File: config.mk
export PLATFORM = sky130hd
export DESIGN_NAME = rand_range_mapper
export DESIGN_NICKNAME = d
export VERILOG_FILES = /design/src/rtl/rand_range_mapper.sv
export SDC_FILE = /design/constraint.sdc
export NUM_CORES = 1
export LEC_CHECK = 0
export ABC_AREA = 1
export CAP_MARGIN = 25
export CORE_MARGIN = 2
export CORE_UTILIZATION = 56
export CTS_CLUSTER_SIZE = 40
export DETAILED_ROUTE_END_ITERATION = 16
export PLACE_DENSITY = 0.77
export SYNTH_ARGS = -nofsm -noshare
export SYNTH_HDL_FRONTEND = slang
export SYNTH_SLANG_ARGS = --single-unit
File: constraint.sdc
create_clock -name clk -period 3.2 [get_ports clk]
set_input_delay 0.48 -clock clk [delete_from_list [all_inputs] [get_ports clk]]
set_output_delay 0.48 -clock clk [all_outputs]
set_load 0.03 [all_outputs]
File: src/rtl/rand_range_mapper.sv
// rand_range_mapper: maps each new 8-bit random sample uniformly onto [0, RANGE-1]
// via rejection plus iterative subtraction, buffering results in a small FIFO.
// Optional macro RAND_DROP_CNT_EN builds the saturating Drop_Cnt counter.
module rand_range_mapper #(
    parameter int unsigned RANGE = 6,
    parameter int unsigned OUT_W = 3,
    parameter int unsigned DEPTH = 4
) (
    input  logic             clk,
    input  logic             rst,
    input  logic [7:0]       Rand_In,
    input  logic             Out_Ready,
    output logic             Out_Valid,
    output logic [OUT_W-1:0] Out_Data,
    output logic [4:0]       Count,
    output logic [7:0]       Drop_Cnt
);

    localparam int unsigned ACC_W = 9;
    localparam int unsigned PTR_W = (DEPTH > 1) ? $clog2(DEPTH) : 1;
    localparam logic [ACC_W-1:0] LIMIT   = ACC_W'((256 / RANGE) * RANGE);
    localparam logic [ACC_W-1:0] RANGE_V = ACC_W'(RANGE);
    localparam logic [4:0]       DEPTH_V = 5'(DEPTH);

    if (RANGE < 2 || RANGE > 256) begin : g_bad_range
        $error("rand_range_mapper: RANGE must be within 2..256");
    end
    if ((1 << OUT_W) < RANGE) begin : g_bad_out_w
        $error("rand_range_mapper: OUT_W too narrow for RANGE");
    end
    if (DEPTH < 2 || DEPTH > 16 || (DEPTH & (DEPTH - 1)) != 0) begin : g_bad_depth
        $error("rand_range_mapper: DEPTH must be a power of two within 2..16");
    end

    typedef enum logic [1:0] {
        S_IDLE   = 2'd0,
        S_REDUCE = 2'd1,
        S_PUSH   = 2'd2
    } state_t;

    state_t             state_q, state_d;
    logic [7:0]         prev_q, prev_d;
    logic               primed_q, primed_d;
    logic [ACC_W-1:0]   acc_q, acc_d;
    logic [OUT_W-1:0]   mem_q [DEPTH];
    logic [OUT_W-1:0]   mem_d [DEPTH];
    logic [PTR_W-1:0]   wr_ptr_q, wr_ptr_d;
    logic [PTR_W-1:0]   rd_ptr_q, rd_ptr_d;
    logic [4:0]         count_q, count_d;
    logic               valid_q, valid_d;
    logic [OUT_W-1:0]   data_q, data_d;

    logic               new_sample_c;
    logic               pop_c;
    logic               full_c;
    logic               push_c;
    logic               result_drop_c;
    logic               busy_drop_c;
    logic [OUT_W-1:0]   wdata_c;

    // Sample edge detection; the first value after reset only primes prev_q.
    always_comb begin
        prev_d       = Rand_In;
        primed_d     = 1'b1;
        new_sample_c = primed_q && (Rand_In != prev_q);
    end

    // Mapping FSM: capture, subtract RANGE until below it, then push.
    always_comb begin
        state_d       = state_q;
        acc_d         = acc_q;
        push_c        = 1'b0;
        result_drop_c = 1'b0;
        busy_drop_c   = 1'b0;
        case (state_q)
            S_IDLE: begin
                if (new_sample_c && ({1'b0, Rand_In} < LIMIT)) begin
                    acc_d   = {1'b0, Rand_In};
                    state_d = S_REDUCE;
                end
            end
            S_REDUCE: begin
                busy_drop_c = new_sample_c;
                if (acc_q >= RANGE_V) begin
                    acc_d = acc_q - RANGE_V;
                end else begin
                    state_d = S_PUSH;
                end
            end
            S_PUSH: begin
                busy_drop_c = new_sample_c;
                if (!full_c || pop_c) begin
                    push_c = 1'b1;
                end else begin
                    result_drop_c = 1'b1;
                end
                state_d = S_IDLE;
            end
            default: begin
                state_d = S_IDLE;
            end
        endcase
    end

    // FIFO bookkeeping; the head is re-registered so Out_Data holds when empty.
    always_comb begin
        pop_c    = valid_q && Out_Ready;
        full_c   = (count_q == DEPTH_V);
        wdata_c  = acc_q[OUT_W-1:0];
        mem_d    = mem_q;
        wr_ptr_d = wr_ptr_q;
        rd_ptr_d = rd_ptr_q;
        count_d  = count_q;
        data_d   = data_q;
        if (push_c) begin
            mem_d[wr_ptr_q] = wdata_c;
            wr_ptr_d        = wr_ptr_q + PTR_W'(1);
        end
        if (pop_c) begin
            rd_ptr_d = rd_ptr_q + PTR_W'(1);
        end
        count_d = count_q + 5'(push_c) - 5'(pop_c);
        valid_d = (count_d != 5'd0);
        if (count_d != 5'd0) begin
            if (push_c && (wr_ptr_q == rd_ptr_d)) begin
                data_d = wdata_c;
            end else begin
                data_d = mem_q[rd_ptr_d];
            end
        end
    end

    always_ff @(posedge clk) begin
        prev_q <= prev_d;
        if (rst) begin
            state_q  <= S_IDLE;
            primed_q <= 1'b0;
            acc_q    <= '0;
            wr_ptr_q <= '0;
            rd_ptr_q <= '0;
            count_q  <= '0;
            valid_q  <= 1'b0;
            data_q   <= '0;
            for (int i = 0; i < int'(DEPTH); i++) begin
                mem_q[i] <= '0;
            end
        end else begin
            state_q  <= state_d;
            primed_q <= primed_d;
            acc_q    <= acc_d;
            wr_ptr_q <= wr_ptr_d;
            rd_ptr_q <= rd_ptr_d;
            count_q  <= count_d;
            valid_q  <= valid_d;
            data_q   <= data_d;
            mem_q    <= mem_d;
        end
    end

`ifdef RAND_DROP_CNT_EN
    logic [7:0] drop_q, drop_d;
    logic [8:0] drop_sum_c;

    // A busy drop and a full-FIFO drop can coincide; saturate at 255.
    always_comb begin
        drop_sum_c = {1'b0, drop_q} + 9'(busy_drop_c) + 9'(result_drop_c);
        drop_d     = (drop_sum_c > 9'd255) ? 8'd255 : drop_sum_c[7:0];
    end

    always_ff @(posedge clk) begin
        if (rst) begin
            drop_q <= 8'd0;
        end else begin
            drop_q <= drop_d;
        end
    end

    assign Drop_Cnt = drop_q;
`else
    logic unused_drop_c;
    assign unused_drop_c = busy_drop_c ^ result_drop_c;
    assign Drop_Cnt      = 8'h00;
`endif

    assign Out_Valid = valid_q;
    assign Out_Data  = data_q;
    assign Count     = count_q;

endmodule
==> metrics <==
maximum vdd drop=0.348 mV; clk sink count=45; Placed Cells incl. Taps=427; Clock transition at path regs=0.08 ns; WHS Path Cells=2; Avg WL per Cell=11.3 µm; initial antenna violation count=0; LEAKAGE=0.00132 µW; Die H=71.3 µm; Die Wd=71.3 µm; worst-case setup slack after placement=0.110 ns; count of cell types in the netlist=30; setup ws final=0.438 ns; number of buffers added by the clock tree synthesis step=5; number of standard cells after synthesis=363; average size of a mapped cell=6.98 µm²; number of optimization iterations in the first detailed-route pass=4; crit-path max cell delay=0.49 ns; length in cells of the worst reg-to-reg path=18; top metal layer carrying routed signals=met4; CTS tree=yes; n_diodes=0; basic-gate share of the synthesized area counting and, or, nand and nor cells=35.8%; worst slew margin relative to its limit=51.7%; critical path's slowest cell=clkdlybuf4s50_1; number of nets with antenna violations after detailed routing=0; CP max FO=5; Skew-Pair Late Insertion Delay=0.30 ns; category of the critical setup timing path=in -> reg; setup fix buffers added after clock tree synthesis=0; number of failing setup endpoints in the final timing report=0; area share of xor/xnor cells in the synthesized design=2.42%; port buffer count=19; Period Utilization, post-route=86.3%; remaining global-route overflow=0; number of register bits inferred by synthesis=45; Via-to-Cell Ratio=5.01; share of cells above drive strength 1=10.5%; via count=2173; routability cong.=0.919; Syn. warnings=0; min-delay src=mem_q[4]$_SDFFE_PP0P_; capture point of the worst reg-to-reg path=Out_Data[2]$_SDFFE_PP0P_; CP Cell Sequence=clkdlybuf4s50_1 > nand2_2 > nand3_2 > nand2_2 > ha_1 > inv_1 > ha_1 > fa_1 > inv_1 > nand2_1 > nor2_1 > nand2_1 > nor2_1 > nor2_1 > nand3_1 > nand2_1; fraction of synthesized cell area taken by the top area cell type=35.6%; Hold Slack=0.461 ns; placed wire-length estimate=3640 µm; data arrival at the endpoint of the critical path=2.96 ns; number of gates given a new drive strength after cts=0; Min Clock Period, post-route=2.76 ns; Met2 Routed Length=2340 µm; All-Layer GR Usage=21.2%; number of synthesized flops with an enable pin=0; accumulated negative setup slack=0 ns; final hold violations=0; # nets final=404; largest net degree at the start of global routing=26; Min-Delay Endpoint=mem_q[4]$_SDFFE_PP0P_; worst min-delay path category=reg -> reg; cell types occupying the most area after synthesis=dfxtp_1 (36%), nand2_1 (13%), nand3_1 (6.7%); Reg-to-Reg Start=Count[3]$_SDFF_PP0_; DRT met1 WL=2260 µm; clock skew=0.00587 ns; setup repair after global routing missed its margin=false; hold_buf cts=0; Total Power Consumption=1910 µW; wire length after detailed routing=4890 µm; cell class contributing the biggest share of worst-path delay=simple AND/OR/NAND/NOR gates; ys flop type=dfxtp_1; dominant cell type by area after synthesis=dfxtp_1; share of the synthesized area in compound gates (AO/OA/AOI/OAI)=8.99%; result of the run=finished clean; worst path bufs/invs=3; Cell Count, Final, Fillers Out=434; met3 wirelength from detailed routing=209 µm; Syn-to-layout area delta=10.8%; required time worst endpoint=3.40 ns; area of the core region=0.00435 mm²; Cell Pwr Density=679 mW/mm²; effective utilization at floorplan=58.2%; adder-cell share of the synthesized area=5.73%; most repeated cell in the gate-level netlist after synthesis=nand2_1; FF-to-FF setup slack=0.48 ns; full die area=0.00508 mm²; FFs w/ async S/R, synth=0%; crit start category=input pin; transition time at the pin with the least slew margin=0.724 ns; cell at the root of the clock tree=clkbuf_8; sequential share of the synthesized area=35.6%; via count of the first global-routing pass=2087; type of destination of the critical path=flip-flop; Max Transition Viols Final=0; main combinational cell family by area after synthesis=simple AND/OR/NAND/NOR gates; I/O pins=28; maximum capacitance violations=0; final routed DRC violation total=0; largest buffer count on any clock path=2; row count=24; First DRT Iteration DRCs=101; global-route wire length before repair=8540 µm; post-synthesis mux area share=0%; post-synthesis cell area=0.00253 mm²; maximum achievable frequency=0.362 GHz; layout filler cell count=408; Clock H-tree levels=2; cell types with the highest counts after synthesis=nand2_1 (89), dfxtp_1 (45), inv_1 (43), nor2_1 (35), nand3_1 (34)
through the flow:
step	util (%)	instance area [µm²]
final	64.5	2810
after global routing	64.5	2810
after floorplan	-	2560
after detailed placement	62.5	2720
after global placement	62.5	2720
after CTS	64.5	2810
worst reg2reg max path: cells and delay by family (launching register included):
family,cells,cell delay (ns)
flops,1,0.40
fa+ha+maj,4,1.11
simple gates,10,0.86
buf+inv,4,0.23
cells by family after synthesis:
logic type / after synthesis
AND/OR/NAND/NOR: 191
flip-flops: 45
buffers and inverters: 64
other: 1
adder cells (fa/ha/maj): 11
XOR/XNOR: 7
AO/OA/AOI/OAI: 44
worst max path at each step:
stage                                    from                        to  slack, ns  depth (start not counted)
after detailed placement            Out_Ready  Out_Data[2]$_SDFFE_PP0P_       0.11                         15
after CTS                           Out_Ready  Out_Data[2]$_SDFFE_PP0P_       0.43                         15
final                               Out_Ready  Out_Data[2]$_SDFFE_PP0P_       0.44                         16
after floorplan           Count[3]$_SDFF_PP0_  Out_Data[2]$_SDFFE_PP0P_       0.49                         17
after global routing                Out_Ready  Out_Data[2]$_SDFFE_PP0P_       0.22                         16
after global placement              Out_Ready  Out_Data[2]$_SDFFE_PP0P_       0.21                         15
power by group:
part,internal [µW],leakage [µW],total [µW],switching [µW]
Combinational,308,0.000903,833,526
Sequential,638,0.000371,720,81.2
Clock,171,0.0000443,352,181
Total,1120,0.00132,1910,788
final cells by class:
type                            count  area, µm²  share of cell area (%)
Tap cell                           52       65.1                    2.32
Sequential cell                    45        901                    32.1
Inverter                           48        180                    6.42
Multi-Input combinational cell    261       1370                    48.8
Timing Repair Buffer               21        205                    7.31
Clock buffer                        7       86.3                    3.07
metal layers:
layer / vias up / GRT usage (%)
met4: 0 / 8.81
met1: 958 / 24.4
met5: - / 0
met3: 7 / 5.06
met2: 41 / 37.7
li1: 1167 / -
registers in the layout (all words and copies together) (netlist names), 2 cells and up:
name and flops:
Count 5, Out_Data 3, acc_q 9, mem_q 12, prev_q 8, rd_ptr_q 2
state_q 2, wr_ptr_q 2
placed cells by master, fill, tap and decap left out, types with 6 or more instances in the layout:
cell type        instances
a21oi_1                 23
clkbuf_8                 6
clkdlybuf4s50_1         19
conb_1                   8
dfxtp_1                 45
ha_1                    10
inv_1                   43
nand2_1                 89
nand2_2                 12
nand2_4                  7
nand3_1                 34
nor2_1                  35
o21ai_0                 10
o21ai_1                  8
(Power assumes the default switching activity.)
